## src/rtl/uart_pkg.sv

```systemverilog
// Shared UART definitions: sequencer state encoding, frame configuration
// encodings, legal data-width range and the frame parity helper.
package uart_pkg;

    // Sequencer states; three bits, binary encoded.
    typedef enum logic [2:0] {
        ST_IDLE   = 3'd0,
        ST_START  = 3'd1,
        ST_DATA   = 3'd2,
        ST_PARITY = 3'd3,
        ST_STOP1  = 3'd4,
        ST_STOP2  = 3'd5
    } uart_state_t;

    // Encodings of the parity-select and stop-bit-select inputs.
    typedef enum logic {
        PARITY_EVEN = 1'b0,
        PARITY_ODD  = 1'b1
    } parity_sel_t;

    typedef enum logic {
        STOP_ONE = 1'b0,
        STOP_TWO = 1'b1
    } stop_sel_t;

    // Legal number of data bits per frame, shared by the TX and RX sequencers.
    localparam int DATA_BITS_MIN = 5;
    localparam int DATA_BITS_MAX = 8;

    // Parity bit for a zero-extended data word: even parity is the XOR of
    // the data bits, odd parity is its inverse.
    function automatic logic frame_parity(input logic [DATA_BITS_MAX-1:0] data,
                                          input logic odd);
        return (^data) ^ odd;
    endfunction

endpackage

```

## src/rtl/uart_tx_sequencer_if.sv

```systemverilog
// Host byte interface of the UART transmit sequencer: one word per
// valid/ready handshake.
interface uart_tx_sequencer_if
    import uart_pkg::*;
#(
    parameter int DATA_BITS = DATA_BITS_MAX
);
    logic [DATA_BITS-1:0] TxData_i;
    logic                 TxValid_i;
    logic                 TxReady_o;

    modport master (output TxData_i, output TxValid_i, input TxReady_o);
    modport slave  (input TxData_i, input TxValid_i, output TxReady_o);
endinterface

```

## src/rtl/uart_tx_sequencer.sv

```systemverilog
// UART transmit sequencer: takes one word per handshake, enables the baud
// generator and steps the serial line one bit per BaudSig_i pulse through
// start, data (LSB first), optional parity and one or two stop bits.
module uart_tx_sequencer
    import uart_pkg::*;
#(
    parameter int DATA_BITS = 8
)
(
    input  logic                clk,
    input  logic                rst,
    uart_tx_sequencer_if.slave  host,
    input  logic                ParityEn_i,
    input  logic                ParityOdd_i,
    input  logic                StopBits_i,
    input  logic                Abort_i,
    input  logic                BaudSig_i,
    output logic                BaudEn_o,
    output logic                Tx_o,
    output logic                TxBusy_o,
    output logic                TxDone_o
);

    localparam int IDX_W = $clog2(DATA_BITS);
    localparam logic [IDX_W-1:0] LAST_IDX = IDX_W'(DATA_BITS - 1);

    if (DATA_BITS < DATA_BITS_MIN || DATA_BITS > DATA_BITS_MAX) begin : g_bad_data_bits
        $error("uart_tx_sequencer: DATA_BITS out of range");
    end

    uart_state_t              state_q, state_d;
    logic [DATA_BITS-1:0]     shift_q, shift_d;
    logic [IDX_W-1:0]         idx_q, idx_d;
    logic                     par_en_q, par_en_d;
    logic                     par_q, par_d;
    logic                     stop2_q, stop2_d;
    logic                     tx_q, tx_d;
    logic                     baud_en_q, baud_en_d;
    logic                     ready_q, ready_d;
    logic                     busy_q, busy_d;
    logic                     done_q, done_d;
    logic [DATA_BITS_MAX-1:0] data_ext;

    assign data_ext = DATA_BITS_MAX'(host.TxData_i);

    // Next state, datapath updates and the next value of every registered output.
    always_comb begin
        state_d  = state_q;
        shift_d  = shift_q;
        idx_d    = idx_q;
        par_en_d = par_en_q;
        par_d    = par_q;
        stop2_d  = stop2_q;
        done_d   = 1'b0;

        if (state_q != ST_IDLE && Abort_i) begin
            // Abort wins over a coincident BaudSig_i and drops the word.
            state_d = ST_IDLE;
            shift_d = '0;
            idx_d   = '0;
        end else begin
            unique case (state_q)
                ST_IDLE: begin
                    if (host.TxValid_i && ready_q && !Abort_i) begin
                        shift_d  = host.TxData_i;
                        idx_d    = '0;
                        par_en_d = ParityEn_i;
                        par_d    = frame_parity(data_ext, ParityOdd_i == PARITY_ODD);
                        stop2_d  = (StopBits_i == STOP_TWO);
                        state_d  = ST_START;
                    end
                end
                ST_START: begin
                    if (BaudSig_i) begin
                        idx_d   = '0;
                        state_d = ST_DATA;
                    end
                end
                ST_DATA: begin
                    if (BaudSig_i) begin
                        if (idx_q == LAST_IDX) begin
                            state_d = par_en_q ? ST_PARITY : ST_STOP1;
                        end else begin
                            shift_d = shift_q >> 1;
                            idx_d   = idx_q + 1'b1;
                        end
                    end
                end
                ST_PARITY: begin
                    if (BaudSig_i) begin
                        state_d = ST_STOP1;
                    end
                end
                ST_STOP1: begin
                    if (BaudSig_i) begin
                        if (stop2_q) begin
                            state_d = ST_STOP2;
                        end else begin
                            state_d = ST_IDLE;
                            done_d  = 1'b1;
                        end
                    end
                end
                ST_STOP2: begin
                    if (BaudSig_i) begin
                        state_d = ST_IDLE;
                        done_d  = 1'b1;
                    end
                end
                default: begin
                    state_d = ST_IDLE;
                end
            endcase
        end

        // Outputs are registered, so they follow the state being entered.
        unique case (state_d)
            ST_START:  tx_d = 1'b0;
            ST_DATA:   tx_d = shift_d[0];
            ST_PARITY: tx_d = par_d;
            default:   tx_d = 1'b1;
        endcase
        baud_en_d = (state_d != ST_IDLE);
        busy_d    = (state_d != ST_IDLE);
        ready_d   = (state_d == ST_IDLE);
    end

    // State, frame registers and registered outputs.
    always_ff @(posedge clk or negedge rst) begin
        if (!rst) begin
            state_q   <= ST_IDLE;
            shift_q   <= '0;
            idx_q     <= '0;
            par_en_q  <= 1'b0;
            par_q     <= 1'b0;
            stop2_q   <= 1'b0;
            tx_q      <= 1'b1;
            baud_en_q <= 1'b0;
            ready_q   <= 1'b1;
            busy_q    <= 1'b0;
            done_q    <= 1'b0;
        end else begin
            state_q   <= state_d;
            shift_q   <= shift_d;
            idx_q     <= idx_d;
            par_en_q  <= par_en_d;
            par_q     <= par_d;
            stop2_q   <= stop2_d;
            tx_q      <= tx_d;
            baud_en_q <= baud_en_d;
            ready_q   <= ready_d;
            busy_q    <= busy_d;
            done_q    <= done_d;
        end
    end

    assign host.TxReady_o = ready_q;
    assign BaudEn_o       = baud_en_q;
    assign Tx_o           = tx_q;
    assign TxBusy_o       = busy_q;
    assign TxDone_o       = done_q;

endmodule

```

## src/flat_wrapper.sv

```systemverilog
// flat-port wrapper written by rule: the top's interface ports become plain ports
module uart_tx_sequencer_flat import uart_pkg::*;
#(
    parameter int DATA_BITS = 8
)
  (clk, rst, ParityEn_i, ParityOdd_i, StopBits_i, Abort_i, BaudSig_i, BaudEn_o, Tx_o, TxBusy_o, TxDone_o, host_TxData_i, host_TxValid_i, host_TxReady_o);
  uart_tx_sequencer_if #(.DATA_BITS(DATA_BITS)) host_i ();
  input  logic clk;
  input  logic rst;
  input  logic ParityEn_i;
  input  logic ParityOdd_i;
  input  logic StopBits_i;
  input  logic Abort_i;
  input  logic BaudSig_i;
  output logic BaudEn_o;
  output logic Tx_o;
  output logic TxBusy_o;
  output logic TxDone_o;
  input wire logic [$bits(host_i.TxData_i)-1:0] host_TxData_i;
  input wire logic [$bits(host_i.TxValid_i)-1:0] host_TxValid_i;
  output wire logic [$bits(host_i.TxReady_o)-1:0] host_TxReady_o;
  assign host_i.TxData_i = host_TxData_i;
  assign host_i.TxValid_i = host_TxValid_i;
  assign host_TxReady_o = host_i.TxReady_o;
  uart_tx_sequencer #(.DATA_BITS(DATA_BITS)) u_core (.clk(clk), .rst(rst), .host(host_i), .ParityEn_i(ParityEn_i), .ParityOdd_i(ParityOdd_i), .StopBits_i(StopBits_i), .Abort_i(Abort_i), .BaudSig_i(BaudSig_i), .BaudEn_o(BaudEn_o), .Tx_o(Tx_o), .TxBusy_o(TxBusy_o), .TxDone_o(TxDone_o));
endmodule
```

## config.mk

```make
export PLATFORM = sky130hd
export DESIGN_NAME = uart_tx_sequencer_flat
export DESIGN_NICKNAME = d
export VERILOG_FILES = /design/src/rtl/uart_pkg.sv /design/src/rtl/uart_tx_sequencer_if.sv /design/src/rtl/uart_tx_sequencer.sv /design/src/flat_wrapper.sv
export SDC_FILE = /design/constraint.sdc
export NUM_CORES = 1
export LEC_CHECK = 0
export ABC_AREA = 1
export CELL_PAD_IN_SITES_DETAIL_PLACEMENT = 0
export CELL_PAD_IN_SITES_GLOBAL_PLACEMENT = 1
export CORE_ASPECT_RATIO = 1.5
export CORE_MARGIN = 2
export CORE_UTILIZATION = 43
export CTS_BUF_LIST = sky130_fd_sc_hd__clkbuf_4 sky130_fd_sc_hd__clkbuf_8
export DETAILED_ROUTE_END_ITERATION = 10
export DONT_BUFFER_PORTS = 1
export PLACE_DENSITY = 0.8
export SLEW_MARGIN = 25
export SYNTH_ARGS = -nofsm -noshare
export SYNTH_HDL_FRONTEND = slang
export SYNTH_SLANG_ARGS = --single-unit
```

## constraint.sdc

```tcl
create_clock -name clk -period 1.5 [get_ports clk]
set_input_delay 0.15 -clock clk [delete_from_list [all_inputs] [get_ports clk]]
set_output_delay 0.15 -clock clk [all_outputs]
set_load 0.05 [all_outputs]
```

==> run metrics <==
outcome=finished, violations left; failing checks=setup timing; RSZ-0062 raised after global routing=true; worst vdd ir=between 0.0009 and 0.001 V; f_max=~0.64 GHz; Synth Flop Type=dfrtp_1; area grow syn2layout=16.27%; synthesized area per cell=between 7 and 8 um2; # H-tree levels=1; largest net degree at the start of global routing=22; Clock transition at path regs=approximately 0.080 ns; worst slew pin tran=around 0.48 ns; DIE WIDTH=50.32 um; Final Cycle Share=103.7%; port bufs=0; Tot GR Track Use=roughly 17%; Bufs on Longest Clock Path=2; post-route cell area=1609 um2; count leader, synth=nand2_1; die outline height=~73 um; vias in the first global route=between 1000 and 1500; worst r2r src=u_core.idx_q[1]; EDFF count, synth=0; starting DRC count in detailed routing=56; total gr overflow=0; hold_sp=ParityEn_i; Final WS setup=-0.05578 ns; Post-synth top cells=nand2_1, inv_1, dfrtp_1; Hold Path Sink=u_core.par_en_q; Setup crit start kind=register; initial antenna violation count=0; min-delay worst type=input pin to register; Final Net Count=roughly 210; Max Slew Vio Count=0; IO Pins=21; worst setup path class=register to register; #FFs+latches synth=21; Slowest cell on crit path=dfrtp_1; met2 Resource Use GR=between 30% and 40%; R2R depth=9; core area=roughly 3100 um2; crit-path cells=ha_4 -> ha_4 -> o21ai_2 -> nand3_1 -> nand2_1 -> nand2_2 -> buf_4 -> buf_4 -> inv_1; Max-slew headroom=around two thirds; Yosys warnings=0; power per cell area=~1500 nW/um2; number of buffers inserted during clock tree synthesis=3; Worst-Skew Late Latency=~0.26 ns; Netlist Area Pre-Place=1384 um2; GR peak layer=met2; critical path arrival=~1.8 ns; MaxCap Viol Count=0; Routability Congestion=0.8715; Synth area leaders=dfrtp_1, nand2_1, inv_1; Starting Density=44.24%; share of layout cells above drive strength 1=between 20% and 30%; largest area contributor in the netlist=dfrtp_1; Seq/Total Area, Yosys=between 30% and 40%; Global Route met3 Usage=2.642%; First-pass DRT Iterations=4; vias=~1200; Synth top area share=34.36%; root buffer cell=clkbuf_8; # DRC=0; final-report hold violation count=0; Async SR Flop Fraction=between 90% and 100%; Die ar.=around 3700 um2; slowest cell delay on critical path=about 0.42 ns; count of final setup violators=3; CTS tree=built; Crit Path Max Fanout=5; Fillers=299; pre-CTS WS=-0.1277 ns; Post-DP HPWL=around 2300 um; post-synthesis net count=198; Final min period=approximately 1.6 ns; M1 GR Usage=about 20%; Final Util=approximately half; leak pwr=around 0.79 nW; global-route wire length before repair=between 4000 and 5000 um; Final Power=~0.0025 W; Critical Path Sink Type=register; Vias/cell=5.116; # rows=25; Synth cell types=29; Placement Cell Area=1456 um2; Clock Sinks=21; R2R setup slack=-0.06 ns; Post-Route WL=2957 um; final clock skew=about 0.0025 ns; hold path cells=2; Syn Inst Count=180; WL/cell=12.75 um; ant diodes=0; CP required=1.70 ns; R2R Path End=u_core.state_q[1]; post-route ant nets=0
cells in the final DEF, fill, tap and decap left out, drive strengths merged, types with 2 or more instances in the layout:
| cell type | count |
|---|---|
| nand4 | 3 |
| xor2 | 2 |
| nand2 | 58 |
| a22oi | 6 |
| dfrtp | 19 |
| nand3 | 13 |
| inv | 27 |
| ha | 2 |
| a21oi | 5 |
| xnor2 | 2 |
| o21ai | 19 |
| clkbuf | 3 |
| buf | 10 |
| dfstp | 2 |
| nor2 | 14 |
sequential cells by signal, summed over array words and instances, names as in the netlist:
name / flops
u_core.stop2_q: 1
u_core.state_q: 3
u_core.host.TxReady_o: 1
u_core.Tx_o: 1
u_core.shift_q: 8
u_core.par_en_q: 1
u_core.idx_q: 3
u_core.BaudEn_o: 1
u_core.TxDone_o: 1
u_core.par_q: 1
area by class of cell:
class | count | area (um2) | share of cell area (%)
flip-flops and latches | 21 | 528.0 | 32.81
well taps | 40 | 50.05 | 3.110
clock inverters | 1 | 5.005 | 0.3110
clock buffers | 3 | 41.29 | 2.566
repair buffers | 11 | 82.58 | 5.132
inverters | 27 | 101.3 | 6.299
multi-input cells | 129 | 800.8 | 49.77
report_power, final:
group / internal [W] / switching, W
combinational: 0.000410 / 0.000711
sequential: 0.000791 / 0.000198
clock: 0.000185 / 0.000187
timing repair:
item                                    CTS  global route
resized for setup                         7            14
cloned                                    0             0
hold endpoints to repair                 21            19
endpoints found under the setup margin   14            13
pin swaps                                 5             7
buffers inserted                          1             2
hold buffers                              1             1
worst max-delay path: cells and delay by family (launching register included):
kind / cells / cell delay [ns]
and+or+nand+nor: 3 / 0.30
DFF: 1 / 0.42
buffers and inverters: 3 / 0.32
adders and majority gates: 2 / 0.35
AOI/OAI and AO/OA: 1 / 0.11
worst max-delay path by stage:
stage                               start                end  slack [ns]
floorplan           u_core.host.TxReady_o  u_core.shift_q[1]      -0.006
global placement          u_core.idx_q[0]        u_core.Tx_o       -0.08
detailed placement        u_core.idx_q[1]        u_core.Tx_o       -0.13
CTS                       u_core.idx_q[1]    u_core.BaudEn_o       -0.03
global route            u_core.state_q[2]  u_core.state_q[1]       -0.12
finish                    u_core.idx_q[1]  u_core.state_q[1]       -0.06
metal layers:
layer	up-vias	share of wire [%]
li1	608	-
met1	545	41
met2	32	54
met3	2	5.1
met4	0	0.47
met5	-	0
per-stage QoR:
stage / cells / hold slack [ns] / TNS [ns]
6_report: 232 / 0.01348 / -0.08458
4_1_cts: 229 / 0.01185 / -0.04234
3_3_place_gp: 223 / -0.1450 / -0.2529
2_1_floorplan: 180 / -0.1456 / -0.03458
3_5_place_dp: 223 / -0.1450 / -0.6876
5_1_grt: 232 / 0.005962 / -0.8994
cells by family (layout without fill, tap and decap cells):
| group | after synthesis | in the layout | synth area share [%] |
|---|---|---|---|
| and+or+nand+nor | 92 | 92 | 35.35 |
| DFF | 21 | 21 | 38.16 |
| AOI/OAI and AO/OA | 31 | 31 | 13.20 |
| xor gates and xnor gates | 4 | 4 | 2.532 |
| adders and majority gates | 2 | 2 | 1.808 |
| buffers and inverters | 30 | 42 | 8.951 |
Power figures use the tool's default switching activity.
